--- config.mk ---
export PLATFORM = sky130hd
export DESIGN_NAME = decode_stage_fwd
export DESIGN_NICKNAME = d
export VERILOG_FILES = /design/src/rtl/decode_stage_fwd.sv
export SDC_FILE = /design/constraint.sdc
export NUM_CORES = 1
export LEC_CHECK = 0
export ABC_AREA = 1
export CORE_AREA = 2 2 170 172
export CTS_CLUSTER_DIAMETER = 80
export DETAILED_ROUTE_END_ITERATION = 10
export DIE_AREA = 0 0 172 174
export GPL_TIMING_DRIVEN = 0
export PLACE_DENSITY = 0.73
export SYNTH_ARGS = -nofsm -noshare
export SYNTH_HDL_FRONTEND = slang
export SYNTH_SLANG_ARGS = --single-unit
export TNS_END_PERCENT = 30
--- constraint.sdc ---
create_clock -name clock -period 17.9 [get_ports clock]
set_input_delay 3.58 -clock clock [delete_from_list [all_inputs] [get_ports clock]]
set_output_delay 3.58 -clock clock [all_outputs]
set_load 0.01 [all_outputs]
--- src/rtl/decode_stage_fwd.sv ---
// RV32I decode stage: operand resolution with prioritised forwarding, load-use
// hazard detection and a registered ID/EX slot with valid/ready handshakes.
module decode_stage_fwd #(
  parameter int XLEN    = 32,
  parameter int NUM_FWD = 2,
  parameter int CNT_W   = 16
) (
  input  logic                    clock,
  input  logic                    reset,
  input  logic                    in_valid,
  output logic                    in_ready,
  input  logic [31:0]             in_instr,
  input  logic [XLEN-1:0]         in_pc,
  output logic [4:0]              rs1_addr,
  output logic [4:0]              rs2_addr,
  input  logic [XLEN-1:0]         rf_rdata1,
  input  logic [XLEN-1:0]         rf_rdata2,
  input  logic [NUM_FWD-1:0]      fwd_valid,
  input  logic [5*NUM_FWD-1:0]    fwd_rd,
  input  logic [XLEN*NUM_FWD-1:0] fwd_data,
  input  logic                    ex_load,
  input  logic [4:0]              ex_rd,
  input  logic                    flush,
  output logic                    out_valid,
  input  logic                    out_ready,
  output logic [XLEN-1:0]         out_pc,
  output logic [31:0]             out_instr,
  output logic [XLEN-1:0]         out_opA,
  output logic [XLEN-1:0]         out_opB,
  output logic [XLEN-1:0]         out_imm,
  output logic [6:0]              out_opcode,
  output logic [2:0]              out_funct3,
  output logic [6:0]              out_funct7,
  output logic [4:0]              out_rs1,
  output logic [4:0]              out_rs2,
  output logic [4:0]              out_rd,
  output logic                    out_wr_rd,
  output logic                    out_illegal,
  output logic [CNT_W-1:0]        stall_cnt
);

  localparam logic [6:0] OP_R      = 7'b0110011;
  localparam logic [6:0] OP_I      = 7'b0010011;
  localparam logic [6:0] OP_LOAD   = 7'b0000011;
  localparam logic [6:0] OP_STORE  = 7'b0100011;
  localparam logic [6:0] OP_BRANCH = 7'b1100011;
  localparam logic [6:0] OP_JAL    = 7'b1101111;
  localparam logic [6:0] OP_JALR   = 7'b1100111;
  localparam logic [6:0] OP_LUI    = 7'b0110111;
  localparam logic [6:0] OP_AUIPC  = 7'b0010111;

  localparam logic [CNT_W-1:0] STALL_MAX = {CNT_W{1'b1}};

  typedef enum logic [3:0] {
    CL_R, CL_I, CL_LOAD, CL_STORE, CL_BRANCH,
    CL_JAL, CL_JALR, CL_LUI, CL_AUIPC, CL_ILLEGAL
  } op_class_e;

  op_class_e        op_class;
  logic [6:0]       dec_opcode;
  logic [4:0]       dec_rs1;
  logic [4:0]       dec_rs2;
  logic [4:0]       dec_rd;
  logic [31:0]      imm32;
  logic [XLEN-1:0]  dec_imm;
  logic             uses_rs1;
  logic             uses_rs2;
  logic             dec_wr_rd;
  logic             dec_illegal;
  logic [XLEN-1:0]  opa_res;
  logic [XLEN-1:0]  opb_res;
  logic             hazard;
  logic             accept;

  logic             valid_d,   valid_q;
  logic [XLEN-1:0]  pc_d,      pc_q;
  logic [31:0]      instr_d,   instr_q;
  logic [XLEN-1:0]  opa_d,     opa_q;
  logic [XLEN-1:0]  opb_d,     opb_q;
  logic [XLEN-1:0]  imm_d,     imm_q;
  logic             wr_rd_d,   wr_rd_q;
  logic             illegal_d, illegal_q;
  logic [CNT_W-1:0] stall_d,   stall_q;

  assign dec_opcode = in_instr[6:0];
  assign dec_rs1    = in_instr[19:15];
  assign dec_rs2    = in_instr[24:20];
  assign dec_rd     = in_instr[11:7];
  assign rs1_addr   = dec_rs1;
  assign rs2_addr   = dec_rs2;

  always_comb begin
    op_class = CL_ILLEGAL;
    case (dec_opcode)
      OP_R:      op_class = CL_R;
      OP_I:      op_class = CL_I;
      OP_LOAD:   op_class = CL_LOAD;
      OP_STORE:  op_class = CL_STORE;
      OP_BRANCH: op_class = CL_BRANCH;
      OP_JAL:    op_class = CL_JAL;
      OP_JALR:   op_class = CL_JALR;
      OP_LUI:    op_class = CL_LUI;
      OP_AUIPC:  op_class = CL_AUIPC;
      default:   op_class = CL_ILLEGAL;
    endcase
  end

  always_comb begin
    imm32 = 32'd0;
    case (op_class)
      CL_I, CL_LOAD, CL_JALR:
        imm32 = {{20{in_instr[31]}}, in_instr[31:20]};
      CL_STORE:
        imm32 = {{20{in_instr[31]}}, in_instr[31:25], in_instr[11:7]};
      CL_BRANCH:
        imm32 = {{19{in_instr[31]}}, in_instr[31], in_instr[7],
                 in_instr[30:25], in_instr[11:8], 1'b0};
      CL_LUI, CL_AUIPC:
        imm32 = {in_instr[31:12], 12'd0};
      CL_JAL:
        imm32 = {{11{in_instr[31]}}, in_instr[31], in_instr[19:12],
                 in_instr[20], in_instr[30:21], 1'b0};
      default:
        imm32 = 32'd0;
    endcase
  end

  assign dec_imm = XLEN'($signed(imm32));

  // Illegal opcodes read no registers, so they can never raise a load-use stall.
  always_comb begin
    uses_rs1    = 1'b0;
    uses_rs2    = 1'b0;
    dec_wr_rd   = 1'b0;
    dec_illegal = 1'b0;
    case (op_class)
      CL_R:                uses_rs1 = 1'b1;
      CL_I, CL_LOAD:       uses_rs1 = 1'b1;
      CL_STORE, CL_BRANCH: uses_rs1 = 1'b1;
      CL_JALR:             uses_rs1 = 1'b1;
      default:             uses_rs1 = 1'b0;
    endcase
    uses_rs2 = (op_class == CL_R) || (op_class == CL_STORE) || (op_class == CL_BRANCH);
    case (op_class)
      CL_R, CL_I, CL_LOAD, CL_JAL, CL_JALR, CL_LUI, CL_AUIPC:
        dec_wr_rd = (dec_rd != 5'd0);
      CL_ILLEGAL:
        dec_illegal = 1'b1;
      default:
        dec_wr_rd = 1'b0;
    endcase
  end

  // Walk from the oldest source to the youngest so the lowest index wins.
  always_comb begin
    opa_res = rf_rdata1;
    opb_res = rf_rdata2;
    for (int i = NUM_FWD - 1; i >= 0; i--) begin
      if (fwd_valid[i] && (fwd_rd[5*i +: 5] == dec_rs1))
        opa_res = fwd_data[XLEN*i +: XLEN];
      if (fwd_valid[i] && (fwd_rd[5*i +: 5] == dec_rs2))
        opb_res = fwd_data[XLEN*i +: XLEN];
    end
    if (dec_rs1 == 5'd0)
      opa_res = '0;
    if (dec_rs2 == 5'd0)
      opb_res = '0;
  end

  assign hazard = in_valid && ex_load && (ex_rd != 5'd0) &&
                  ((uses_rs1 && (ex_rd == dec_rs1)) || (uses_rs2 && (ex_rd == dec_rs2)));

  assign in_ready = flush || (!hazard && (!valid_q || out_ready));
  assign accept   = in_valid && in_ready;

  always_comb begin
    valid_d   = valid_q;
    pc_d      = pc_q;
    instr_d   = instr_q;
    opa_d     = opa_q;
    opb_d     = opb_q;
    imm_d     = imm_q;
    wr_rd_d   = wr_rd_q;
    illegal_d = illegal_q;
    stall_d   = stall_q;

    if (flush) begin
      valid_d = 1'b0;
    end else if (accept) begin
      valid_d   = 1'b1;
      pc_d      = in_pc;
      instr_d   = in_instr;
      opa_d     = opa_res;
      opb_d     = opb_res;
      imm_d     = dec_imm;
      wr_rd_d   = dec_wr_rd;
      illegal_d = dec_illegal;
    end else if (out_ready) begin
      valid_d = 1'b0;
    end

    if (hazard && !flush && (stall_q != STALL_MAX))
      stall_d = stall_q + CNT_W'(1);
  end

  always_ff @(posedge clock or posedge reset) begin
    if (reset) begin
      valid_q   <= 1'b0;
      pc_q      <= '0;
      instr_q   <= '0;
      opa_q     <= '0;
      opb_q     <= '0;
      imm_q     <= '0;
      wr_rd_q   <= 1'b0;
      illegal_q <= 1'b0;
      stall_q   <= '0;
    end else begin
      valid_q   <= valid_d;
      pc_q      <= pc_d;
      instr_q   <= instr_d;
      opa_q     <= opa_d;
      opb_q     <= opb_d;
      imm_q     <= imm_d;
      wr_rd_q   <= wr_rd_d;
      illegal_q <= illegal_d;
      stall_q   <= stall_d;
    end
  end

  // Register fields come straight out of the captured word.
  assign out_valid   = valid_q;
  assign out_pc      = pc_q;
  assign out_instr   = instr_q;
  assign out_opA     = opa_q;
  assign out_opB     = opb_q;
  assign out_imm     = imm_q;
  assign out_opcode  = instr_q[6:0];
  assign out_funct3  = instr_q[14:12];
  assign out_funct7  = instr_q[31:25];
  assign out_rs1     = instr_q[19:15];
  assign out_rs2     = instr_q[24:20];
  assign out_rd      = instr_q[11:7];
  assign out_wr_rd   = wr_rd_q;
  assign out_illegal = illegal_q;
  assign stall_cnt   = stall_q;

endmodule

# Word-level counts from Yosys, hierarchy flattened
# Index checks and enable logic that the tools add are counted.
[totals]
regBits = 179
out_inout_bits = 222
[classes]
addsub = 1
eq_ne = 25
muxes = 14
bitwise_logic = 1
reduce_logical = 32
[ops]
columns = ["cell", "n"]
rows = [
  ["$mux 32", 6],
  ["$pmux 32 s5", 1],
  ["$pmux 4 s9", 1],
  ["$eq 5x5->1", 6],
  ["$eq 7x6->1 const B", 3],
  ["$eq 7x7->1 const B", 3],
  ["$add 16x1->16 const B", 1],
  ["$eq 4x3->1 const B", 4],
  ["$ne 16x16->1 const B", 1],
  ["$eq 7x5->1 const B", 2],
  ["$logic_and 1x1->1", 13],
  ["$logic_not 5->1", 2],
  ["$reduce_bool 5->1", 2],
  ["$eq 4x2->1 const B", 2],
  ["$eq 4x4->1 const B", 2],
  ["$eq 7x2->1 const B", 1],
  ["$reduce_or 7->1", 1],
  ["$mux 1", 6],
  ["$reduce_or 6->1", 1],
  ["$logic_or 1x1->1", 5],
  ["$eq 4x1->1 const B", 1],
  ["$logic_not 4->1", 1],
  ["$logic_not 1->1", 3],
  ["$reduce_bool 3->1", 1],
  ["4 further kinds", 4],
]

# Logic depth before layout (Yosys ltp)
[depth]
depth_word = 14
mapped_depth = 15
depth_no_buf = 13

# Worst setup path before layout
# No wires, ideal clock.
[synth_timing]
path_type = "input -> output"
startpoint = "input in_instr[2]"
endpoint = "output in_ready"
t_arrival_ps = 4681
required_time_ps = 14320
slack_ps = 9639
stages = 9
path_buffers = 1
path_cell_list = "inv_1 -> nand2_1 -> nor2_4 -> nand2_4 -> nand2_2 -> a21oi_1 -> nand2_2 -> a21oi_2 -> buf_1"
[synth_via]
elab_chain_len = 11
word_cells_on_any_way = 27
cone_classes = "eq/ne (14); mux (2); reduce/logical (11)"
[synth_lines]
columns = ["item", "line", "source"]
rows = [
  ["from (decl)", "12", "input logic [31:0] in_instr,"],
  ["$eq 7x5->1, or another cell as far along", "94", "case (dec_opcode)"],
  ["$pmux 4 s9 (*)", "94", ""],
  ["$eq 4x2->1, or another cell as far along", "136, 143", ""],
  ["$reduce_or 6->1 (no line) / $logic_or 1x1->1 (equally long branches)", "--", ""],
  ["$mux 1 / $logic_or 1x1->1 (equally long branches)", "136, 143", ""],
  ["$logic_and 1x1->1", "171", "((uses_rs1 && (ex_rd == dec_rs1)) || (uses_rs2 && (ex_rd == dec_rs2)));"],
  ["$logic_or 1x1->1 (*)", "171", ""],
  ["$logic_and 1x1->1 (*)", "170", "assign hazard = in_valid && ex_load && (ex_rd != 5'd0) &&"],
  ["$logic_not 1->1 (*)", "173", "assign in_ready = flush || (!hazard && (!valid_q || out_ready));"],
  ["$logic_and 1x1->1 (*)", "173", ""],
  ["$logic_or 1x1->1 (*)", "173", ""],
  ["to (decl)", "11", "output logic in_ready,"],
]
# Mark *: on every way between the ends. The rest lies on a longest branch, timed or not.

# Worst setup path after layout
# Same ends and word-level chain as after synthesis.

==> qor.csv <==
metric,value,unit
status,"finished, final reports clean",
critical_path_required,14320,ps
powerDensity,75.9,nW/µm²
max_slew.worst_pin.slew,923,ps
clock_skew,14.6,ps
die_y,174,µm
p_leak,8.43,nW
first_pass_iters,5,
setup.worst_path.end_class,output pin,
route.vias.total,13032,
ys_warn_count,0,
avgRoutedWirePerCell,18.1,µm
grtUsageTotal,30.1,%
synthCells,1660,
rsz0062_at_grt,false,
cts_sinks,179,
ys_ff_latch,179,
ys_seq_area_share,40.1,%
max_cap_viol_count,0,
syn-num-nets,1876,
clkTransAtPathRegs,70,ps
crit_fanout,10,
combinationalPowerShare,29.3,%
placed_cells,2477,
cp_data_arrival_time,6330,ps
clockBufferDepth,2,
vias_per_cell,5.18,
num_rows,62,
clock-root-buffer,clkbuf_16,
h-tree-depth,4,
peakVddDrop,0.0625,mV
cts_resized,0,
initial_core_util,39.5,%
post-cts-setup-buffers,0,
relSlewSlack,38.0,%
synth.area.top_cells,"dfrtp_1 (40%), nand2_1 (20%), nand4_1 (10%)",
yosysTopAreaCell,dfrtp_1,
area_growth,49.3,%
globalRouteOverflowTotal,0,
cts_tree,done,
hp-class,reg -> reg,
tns,0,ps
num-nets-final,2328,
power_switching,0.000412,W
io_pins,437,
holdBufCountCts,0,
drive_gt1_share,5.84,%
io_buffer_count,432,
yosysTopAreaCellShare,40.1,%
timing_hold_violations_final,0,
grt_pass1_wl,70000,µm
period_minus_slack,9910,ps
p_sw_share,32.6,%
fmax,101,MHz
drtAntennaViolNets,0,
syn_area_per_cell,6.72,µm²
p_int,0.000853,W
critical_path_class,in -> out,
stdcell_count,2518,
drtIter0Drc,967,
nFillCells,2723,
die_x,172,µm
place_hpwl,35200,µm
core_area,28200,µm²
worst_setup_path_start_kind,input pin,
gp_congestion,0.947,
slew_viol_final,0,
dieArea,29900,µm²
antenna_found_initial,8,
cts_buffers,17,
grt_max_degree,96,
setup_viol,0,
drc,0,
power_frac_seq,38.3,%
clk_latency,450,ps
drt-total-wl,45600,µm
synthesis.area,11200,µm²
synth.distinct_cells,24,
fin_crit_sh,55.3,%
grt_pass1_vias,12581,
clkPwrFrac,32.4,%
[cells in the final DEF (no fill, tap or decap), types with 9 or more instances in the layout]
| cell type | netlist | final |
|---|---|---|
| buf_2 | 19 | 19 |
| buf_4 | 44 | 44 |
| clkbuf_1 | 86 | 86 |
| clkbuf_16 | 0 | 17 |
| clkdlybuf4s50_1 | 0 | 432 |
| dfrtp_1 | 179 | 179 |
| diode_2 | 0 | 9 |
| inv_1 | 108 | 107 |
| inv_2 | 10 | 10 |
| nand2_1 | 594 | 594 |
| nand3_1 | 180 | 180 |
| nand4_1 | 178 | 178 |
| nor2_1 | 176 | 176 |
| nor3_1 | 11 | 11 |
| o21ai_0 | 28 | 28 |
| xnor2_1 | 10 | 10 |
[routing by layer]
layer  vias to the layer above  GRT usage, %  routed length, µm
met2                       657          51.9              22100
met4                         2          11.0               1450
met1                      6005          36.1              17600
met3                       101          7.60               4400
met5                         -             0                 13
li1                       6267             -                  -
[state kept, by name, indices dropped and copies added (netlist names)]
register / cells
out_wr_rd: 1
stall_cnt: 16
out_instr: 32
out_opB: 32
out_opA: 32
out_imm: 32
out_valid: 1
out_illegal: 1
out_pc: 32
[synthesized netlist by cell type]
library cell and number:
nor3b_1 1, nor2_4 1, inv_1 108, nand2_1 594
nor2_1 176, o21ai_0 28, nand3_1 180, inv_2 10
buf_2 19, nand2_2 4, xor2_1 7, clkbuf_1 86
nand2_4 2, dfrtp_1 179, buf_4 44, a21oi_2 2
nor3_1 11, ha_1 1, buf_6 8, nand4_1 178
a21o_1 1, a21oi_1 8, xnor2_1 10, buf_1 2
[path summary, 6_finish.rpt]
kind | endpoint | startpoint | slack, ps | depth (start not counted)
hold / removal | out_imm[18]$_DFFE_PP0P_ | out_imm[18]$_DFFE_PP0P_ | 470 | 2
max in group asynchronous | out_imm[21]$_DFFE_PP0P_ | reset | 13380 | 3
setup reg to reg | out_imm[17]$_DFFE_PP0P_ | out_valid$_DFFE_PP0P_ | 15930 | 7
setup / recovery | in_ready | in_instr[2] | 7990 | 11
hold reg to reg | out_imm[18]$_DFFE_PP0P_ | out_imm[18]$_DFFE_PP0P_ | 470 | 2
min in group asynchronous | out_opB[1]$_DFFE_PP0P_ | reset | 3620 | 2
[per-stage QoR]
| step | hold slack, ps | util, % | setup WS [ps] | total power [W] | area, µm² |
|---|---|---|---|---|---|
| floorplan | 506 | - | 9460 | 0.000639 | 11200 |
| global placement | 454 | 56.5 | 6780 | 0.000858 | 16000 |
| detailed placement | 458 | 56.7 | 8000 | 0.000862 | 16000 |
| CTS | 477 | 58.9 | 8000 | 0.00127 | 16600 |
| global route | 491 | 59.0 | 7760 | 0.00133 | 16700 |
| finish | 471 | 59.0 | 7990 | 0.00126 | 16700 |
[kinds of logic after synthesis]
kind of cell             after synthesis  synth area share (%)
flip-flops                           179                  40.1
buffers and inverters                277                  11.5
AO/OA/AOI/OAI                         39                  1.84
adder cells (fa/ha/maj)                1                 0.112
XOR/XNOR                              17                  1.33
AND/OR/NAND/NOR                     1147                  45.0
[critical path, stage by stage]
cell,delay (ps)
clkdlybuf4s50_1,580
inv_1,60
nand2_1,110
nor2_4,80
nand2_4,110
nand2_2,130
a21oi_1,180
nand2_2,130
a21oi_2,370
buf_1,370
clkdlybuf4s50_1,610
[cell type report]
class	instances	area [µm²]	share of cell area, %
Tap cell	384	480	2.88
Timing Repair Buffer	433	4350	26.1
Clock buffer	17	425	2.55
Multi-Input combinational cell	1204	5390	32.4
Antenna cell	9	22.5	0.135
Buffer	159	846	5.08
Clock inverter	15	213	1.28
Inverter	118	450	2.70
Sequential cell	179	4480	26.9
[power by group through the flow]
| stage | Clock, W | Combinational (W) | Sequential [W] |
|---|---|---|---|
| 6_report | 0.000409 | 0.000371 | 0.000485 |
| 5_1_grt | 0.000432 | 0.000403 | 0.000491 |
| 4_1_cts | 0.000413 | 0.000372 | 0.000485 |
| 3_5_place_dp | 0 | 0.000371 | 0.000491 |
| 3_3_place_gp | 0 | 0.000366 | 0.000492 |
| 2_1_floorplan | 0 | 0.000130 | 0.000509 |
Power figures use the tool's default switching activity.
